## src/rtl/neuron_mac.sv

```systemverilog
// neuron_mac: serial saturating multiply-accumulate feeding the activation stage.
// Ports: clk, rst (async high), start, in_valid/x_in/w_in -> in_ready,
//        counter (accepted pairs), mult_sum_out (accumulator), sum_valid.
module neuron_mac #(
  parameter int BITS        = 8,
  parameter int W_BITS      = 15,
  parameter int COUNTER_END = 784
) (
  input  logic                   clk,
  input  logic                   rst,
  input  logic                   start,
  input  logic                   in_valid,
  input  logic signed [BITS:0]   x_in,
  input  logic signed [W_BITS:0] w_in,
  output logic                   in_ready,
  output logic [31:0]            counter,
  output logic signed [BITS+24:0] mult_sum_out,
  output logic                   sum_valid
);

  localparam int ACC_W = BITS + 25;
  localparam int P_W   = BITS + W_BITS + 2;
  localparam logic [31:0] CNT_END = 32'(COUNTER_END);

  typedef enum logic [1:0] {
    S_IDLE,
    S_ACCUM,
    S_DONE
  } state_t;

  state_t r_state;
  state_t w_state_nxt;

  logic signed [ACC_W-1:0] r_acc;
  logic signed [ACC_W-1:0] w_acc_nxt;
  logic [31:0]             r_cnt;
  logic [31:0]             w_cnt_nxt;
  logic [31:0]             w_cnt_inc;

  logic signed [P_W-1:0]   w_prod;
  logic signed [ACC_W-1:0] w_prod_ext;
  logic signed [ACC_W:0]   w_sum;
  logic signed [ACC_W-1:0] w_sat;

  assign w_prod     = x_in * w_in;
  assign w_prod_ext = ACC_W'(w_prod);
  assign w_sum      = $signed({r_acc[ACC_W-1], r_acc})
                    + $signed({w_prod_ext[ACC_W-1], w_prod_ext});
  assign w_cnt_inc  = r_cnt + 32'd1;

  // Top two bits of the widened sum disagree only on overflow.
  always_comb begin
    w_sat = w_sum[ACC_W-1:0];
    unique case (1'b1)
      (w_sum[ACC_W:ACC_W-1] == 2'b01):
        w_sat = {1'b0, {(ACC_W-1){1'b1}}};
      (w_sum[ACC_W:ACC_W-1] == 2'b10):
        w_sat = {1'b1, {(ACC_W-1){1'b0}}};
      default: w_sat = w_sum[ACC_W-1:0];
    endcase
  end

  always_comb begin
    w_state_nxt = r_state;
    w_acc_nxt   = r_acc;
    w_cnt_nxt   = r_cnt;
    unique case (r_state)
      S_IDLE, S_DONE: begin
        if (start) begin
          w_acc_nxt   = '0;
          w_cnt_nxt   = '0;
          w_state_nxt = S_ACCUM;
        end
      end
      S_ACCUM: begin
        if (in_valid) begin
          w_acc_nxt = w_sat;
          w_cnt_nxt = w_cnt_inc;
          if (w_cnt_inc == CNT_END)
            w_state_nxt = S_DONE;
        end
      end
      default: w_state_nxt = S_IDLE;
    endcase
  end

  always_ff @(posedge clk or posedge rst) begin
    if (rst) begin
      r_state <= S_IDLE;
      r_acc   <= '0;
      r_cnt   <= '0;
    end else begin
      r_state <= w_state_nxt;
      r_acc   <= w_acc_nxt;
      r_cnt   <= w_cnt_nxt;
    end
  end

  assign in_ready     = (r_state == S_ACCUM);
  assign sum_valid    = (r_state == S_DONE);
  assign counter      = r_cnt;
  assign mult_sum_out = r_acc;

endmodule
```

## config.mk

```make
export PLATFORM = sky130hd
export DESIGN_NAME = neuron_mac
export DESIGN_NICKNAME = d
export VERILOG_FILES = /design/src/rtl/neuron_mac.sv
export SDC_FILE = /design/constraint.sdc
export NUM_CORES = 1
export LEC_CHECK = 0
export ABC_AREA = 1
export CORE_ASPECT_RATIO = 0.9
export CORE_MARGIN = 3
export CORE_UTILIZATION = 50
export DETAILED_ROUTE_END_ITERATION = 8
export GPL_TIMING_DRIVEN = 0
export PLACE_DENSITY = 0.73
export SLEW_MARGIN = 20
export SYNTH_ARGS = -nofsm -noshare
export SYNTH_HDL_FRONTEND = slang
export SYNTH_SLANG_ARGS = --single-unit
```

## constraint.sdc

```tcl
create_clock -name clk -period 4.25 [get_ports clk]
set_input_delay 1.275 -clock clk [delete_from_list [all_inputs] [get_ports clk]]
set_output_delay 1.275 -clock clk [all_outputs]
set_load 0.02 [all_outputs]
```

==> impl_metrics.env <==
export IMPL_outcome="finished, violations left"
export IMPL_failed_checks="negative setup slack"
export IMPL_die_area_um2=24200
export IMPL_top_usage_layer="met2"
export IMPL_core_rowCount=51
export IMPL_clock_root_buffer="clkbuf_16"
export IMPL_postCtsHoldBufs=0
export IMPL_critPathMaxFanout=5
export IMPL_ys_seq_area_share_pct=15.0
export IMPL_syn_cell_area_um2=11200
export IMPL_worstPathRequired_ns=4.48
export IMPL_drcViolationCount=0
export IMPL_drt_wirelength_per_cell_um=16.2
export IMPL_hp_start="mult_sum_out[24]"
export IMPL_slew_headroom_pct=50.5
export IMPL_synthFlopType="dfrtp_1"
export IMPL_num_vias=10600
export IMPL_num_antenna_cells=0
export IMPL_path_clk_slew_ns=0.06
export IMPL_io_buffer_count=71
export IMPL_die_h_um=148
export IMPL_netlist_cell_type_count=35
export IMPL_fin_crit_ns=6.52
export IMPL_crit_arrival_ns=6.75
export IMPL_syn_inst=1571
export IMPL_layout_cells_non_filler=1999
export IMPL_skew_ns=0.00371
export IMPL_core_um2=21800
export IMPL_grt_max_degree=53
export IMPL_cp_top_family="adder cells"
export IMPL_avgSynthCellArea_um2=7.13
export IMPL_r2r_start="mult_sum_out[8]"
export IMPL_cts_buffers=9
export IMPL_grt_met1_usage_pct=40.1
export IMPL_cts_htree_levels=3
export IMPL_start_util_pct=51.3
export IMPL_drt_iter0_drc=859
export IMPL_grt_use_total_pct=28.0
export IMPL_place_congestion=0.922
export IMPL_fmax_mhz=153
export IMPL_startpoint="x_in[8]"
export IMPL_finalSetupViolations=33
export IMPL_first_pass_iters=5
export IMPL_ant_nets=0
export IMPL_grt_pass1_wl_um=53700
export IMPL_place_ws_ns=-3.58
export IMPL_dp_cells=1934
export IMPL_setup_ws_ns=-2.27
export IMPL_worstSetupEndpointType="flop"
export IMPL_crit_type="primary input to flop"
export IMPL_met2_usage_pct=44.8
export IMPL_worst_pin_slew_ns=0.734
export IMPL_slew_violations=0
export IMPL_drive_above_1_share_pct=17.3
export IMPL_synthArstFlopShare_pct=100
export IMPL_cts_tree="yes"
export IMPL_wirelength_um=32400
export IMPL_grt_overflow_total=0
export IMPL_dp_final_hpwl_um=25300
export IMPL_syn_to_final_growth_pct=28.5
export IMPL_clkLatencyLatePin_ns=0.34
export IMPL_ios=96
export IMPL_slowest_stage="fa_2"
export IMPL_grtUsageMet3_pct=4.74
export IMPL_die_x_um=164
export IMPL_hp_class="flop to flop"
export IMPL_final_nets=1975
export IMPL_clock_sinks=67
export IMPL_critPathBufInv=8
export IMPL_hold_viol=0
export IMPL_vias_per_cell=5.32
export IMPL_antenna_found_initial=0
export IMPL_rsz0062_at_grt="yes"
export IMPL_period_share_pct=153
export IMPL_drv_cap=0
export IMPL_ys_warn_count=0
export IMPL_syn_num_nets=1843
export IMPL_path_common_cell="nand2_1"
export IMPL_start_kind="primary input"
export IMPL_clock_path_buffers=2
export IMPL_critPathMaxStageDelay_ns=0.53
export IMPL_grt_pass1_vias=10800
export IMPL_ys_ff_latch=67
export IMPL_synth_edff_count=0
export IMPL_fillers=1922
-- cell usage in the layout (no fill, tap or decap), types with 5 or more instances in the layout --
cell type	n
nand2_1	397
inv_1	357
fa_1	154
nor2_1	99
clkdlybuf4s50_1	70
dfrtp_1	67
ha_1	58
nand3_1	49
a21oi_1	40
o21ai_0	36
buf_4	36
nand2_2	29
o22ai_1	27
nor2_2	26
ha_4	25
clkbuf_16	18
nand2_4	17
o21ai_2	17
inv_2	14
nor2_4	13
a21oi_2	13
clkbuf_8	12
clkbuf_2	12
o21ai_1	11
a21oi_4	10
clkbuf_1	9
nand4_1	7
xor2_1	6
o21ai_4	6
a21o_1	6
fa_2	6
buf_6	6
nor3_1	5
nand3_2	5
-- what timing repair did --
item | CTS | global route
gates cloned | 6 | 1
setup endpoints to repair | 33 | 33
resized for setup | 153 | 41
setup buffers | 42 | 5
pin swaps | 81 | 43
-- registers in the layout, indices dropped and copies added (netlist names) --
signal	count
r_state	2
counter	32
mult_sum_out	33
-- final timing paths --
kind	endpoint	slack [ns]	depth (start not counted)
worst min register to register	mult_sum_out[24]	0.51	2
worst max register to register	mult_sum_out[28]	-0.33	24
max in group asynchronous	counter[31]	2.49	3
min in group asynchronous	mult_sum_out[28]	1.21	2
worst max-delay path	mult_sum_out[28]	-2.27	29
worst min-delay path	mult_sum_out[24]	0.51	2
-- synth_stat cells (2+ instances only) --
master    number  area, um^2
a21o_1         6        45.0
o21a_1         2        15.0
nand4_1        7        43.8
xor2_1         6        52.6
a21oi_1       63         315
dfrtp_1       67        1680
o21ai_0       67         335
nor2_2         9        56.3
buf_1          2        7.51
ha_1          83        1040
inv_2          2        7.51
nor3_1         7        35.0
nand2_2        5        31.3
clkbuf_1      44         165
nor2_4         6        67.6
fa_1         160        3200
or2_2          2        12.5
nand3_1       53         265
clkinv_1       2        7.51
nand3b_1       3        22.5
o21ai_1        2        10.0
nor2_1       123         462
nor4_1         3        18.8
nand2_4        2        22.5
xnor2_1        2        17.5
nand2_1      436        1640
o22ai_1       27         169
inv_1        373        1400
-- worst min-delay path, stage by stage (launching register included) --
cell and delay, ns:
dfrtp_1 0.37, nand2_1 0.06, nand2_1 0.05
-- stage by stage --
step	hold slack [ns]	area, um^2	setup TNS [ns]	utilization [%]
after floorplan	0.490	11900	-70.32	-
after global placement	0.496	12900	-115.48	59.3
after detailed placement	0.505	13000	-113.37	59.5
after CTS	0.520	14200	-72.67	65.1
after global routing	0.552	14400	-79.67	66.0
final	0.512	14400	-72.12	66.0
-- logic make-up (layout without fill, tap and decap cells) --
family / Yosys count / count (layout) / share of synthesized area, %
AO/OA/AOI/OAI: 170 / 170 / 8.16
XOR/XNOR: 8 / 8 / 0.625
adder cells (fa/ha/maj): 243 / 243 / 37.9
buffers and inverters: 424 / 561 / 14.2
flip-flops: 67 / 67 / 15.0
AND/OR/NAND/NOR: 659 / 659 / 24.2
-- metal layers --
layer  share of wire, %  wire length [um]
met5                  0                 0
met4                1.9               603
met3                7.2              2350
met2                 46             15000
met1                 45             14500
-- cell type report --
type,count,area (um^2),share of cell area (%)
buffer,46,507,3.52
clock buffer,9,225,1.56
clock inverter,7,76.3,0.530
inverter,377,1440,10.0
multi-input combinational,1080,8870,61.6
sequential,67,1680,11.6
tap,291,364,2.53
timing repair buffer,121,1230,8.58
timing repair inverter,1,7.51,0.0521
Power is not shown: default switching activity piles up to over one toggle a cycle in this logic, so the estimate is an artifact.
==> RTL edit: new RTL, config.mk and constraints unchanged <==
The parameter `W_BITS` goes from 15 to 11.
--- a/src/rtl/neuron_mac.sv
+++ b/src/rtl/neuron_mac.sv
@@ -3,7 +3,7 @@
 //        counter (accepted pairs), mult_sum_out (accumulator), sum_valid.
 module neuron_mac #(
   parameter int BITS        = 8,
-  parameter int W_BITS      = 15,
+  parameter int W_BITS      = 11,
   parameter int COUNTER_END = 784
 ) (
   input  logic                   clk,
Interface: changed (resized w_in); port bits go from 96 to 92. No check against the original RTL was run, so the function may have changed too.
==> RTL edit against the unedited design <==
- the run still ends with negative setup slack left
- non-clock buffer count is 21 higher
- worst setup slack got worse by 0.19 ns
- sequential cell count unchanged
- cell area shrank 6.7%
- cell count fell by 6.2%
- sequential share of layout area rose by 0.83 points
- global-route usage fell by 0.86 points
- wire length shrank 9.4%
- synthesized area down 7.1%
- critical path type unchanged
- largest cell class unchanged
- count of clock-buffer cells in the layout unchanged
- critical endpoint unchanged
Power is not shown: default switching activity piles up to over one toggle a cycle in this logic, so the estimate is an artifact.
==> RTL edit: results (changes against the unedited design) <==
status: "finished with violations"  # unchanged
violations: "negative setup slack"  # unchanged
fin_skew_ns: 0.0111  # was 0.00371 ns
gp_congestion: 0.932  # was 0.922
grt_pass1_wl_mm: 48.8  # was 53.7 mm
clockBufferDepth: 2  # unchanged
layout-drive-gt1-share_pct: 18.9  # was 17.3%
crit_path_max_fanout: 7  # was 5
cp_slowest_stage_delay_ns: 0.68  # was 0.53 ns
synthCells: 1449  # was 1571
hold_class: "flop to flop"  # unchanged
num_antenna_cells: 0  # unchanged
via_count: 9713  # was 10638
numCtsBuffers: 9  # unchanged
fillers: 1758  # was 1922
cts_hold_buf: 0  # unchanged
final_nets: 1859  # was 1975
timing.rr.start: "mult_sum_out[8]"  # unchanged
setup_violations: 33  # unchanged
met2_usage_pct: 45.1  # was 44.8%
met3_usage_pct: 4.91  # was 4.74%
antenna_found_initial: 0  # unchanged
place_area_um2: 11800  # was 13000 um^2
ys_seq_area_share_pct: 16.1  # was 15.0%
ctsHtreeMaxLevel: 3  # unchanged
dp_cells: 1784  # was 1934
cp_slowest_cell: "fa_2"  # unchanged
wl_met2_mm: 14.3  # was 15.0 mm
tns_ns: -78.21  # was -72.12 ns
port_buffers: 79  # was 71
cp.arrival_ns: 6.94  # was 6.75 ns
insertion_delay_ns: 0.35
via_per_inst: 5.18  # was 5.32
grt_max_degree: 54  # was 53
hpwl_mm: 22.6  # was 25.3 mm
use_met1_pct: 37.4  # was 40.1%
synth.area.top_cells: "fa_1, dfrtp_1, nand2_1"  # unchanged
yosysUniqueCellTypes: 36  # was 35
grt_pass1_vias: 10024  # was 10820
track_usage_pct: 27.1  # was 28.0%
synth.net_count: 1693  # was 1843
largest_reg_flops: 33  # unchanged
drt_iter0_drc: 624  # was 859
route.met3.wl_mm: 1.92  # was 2.35 mm
setup_ws_ns: -2.46  # was -2.27 ns
worst_pin_slew_ns: 0.613  # was 0.734 ns
crit_start: "w_in[11]"  # was x_in[8]
synth_common_cells: "nand2_1, inv_1, fa_1"  # unchanged
ys.flop_type: "dfrtp_1"  # unchanged
totalWireLength_mm: 29.4  # was 32.4 mm
wl_met1_mm: 12.8  # was 14.5 mm
reg2reg_slack_ns: -0.37  # was -0.33 ns
[RTL edit: cell types whose count changed in the layout (fill, tap and decap cells not counted), sizes merged, moves of 9 or more]
cell    before  now
nand3       54   45
clkbuf      52   41
inv        375  349
fa         160  136
buf         54   85
nand2      443  409
nor2       139  127
[RTL edit: final cells by class]
class	instances	share of cell area [%]
plain buffers	32	2.08
well taps	255	2.37
repair inverters	1	0.0559
flip-flops and latches	67	12.5
multi-input cells	999	60.2
inverters	349	9.93
clock inverters	7	0.391
repair buffers	156	10.8
clock buffers	9	1.68
[RTL edit: through the flow]
| stage | utilization (%) | worst slack (ns) |
|---|---|---|
| final | 66.4 | -2.46 |
| after global routing | 66.4 | -2.69 |
| after CTS | 64.8 | -2.53 |
| after detailed placement | 58.2 | -4.34 |
| after global placement | 58.1 | -4.29 |
| after floorplan | - | -2.64 |
[RTL edit: worst min path at each step]
stage	to	cells past startpoint	slack, ns	from
global placement	mult_sum_out[20]	2	0.50	mult_sum_out[20]
CTS	mult_sum_out[21]	2	0.52	mult_sum_out[21]
floorplan	r_state[1]	3	0.56	r_state[0]
global route	mult_sum_out[0]	2	0.53	mult_sum_out[0]
detailed placement	mult_sum_out[21]	2	0.50	mult_sum_out[21]
finish	mult_sum_out[25]	2	0.51	mult_sum_out[25]
[RTL edit: what timing repair did]
| item | CTS | global route |
|---|---|---|
| setup buffers | 58 | 14 |
| pin swaps | 58 | 59 |
| gates resized for setup | 178 | 98 |
| cloned | 6 | 1 |
| setup endpoints to repair | 33 | 33 |
[RTL edit: cells by family after synthesis]
logic type / Yosys count / share of synthesized area, %
adder cells (fa/ha/maj): 219 / 36.1
XOR/XNOR: 11 / 0.926
buffers and inverters: 383 / 13.8
AO/OA/AOI/OAI: 170 / 8.79
flip-flops: 67 / 16.1
AND/OR/NAND/NOR: 599 / 24.2
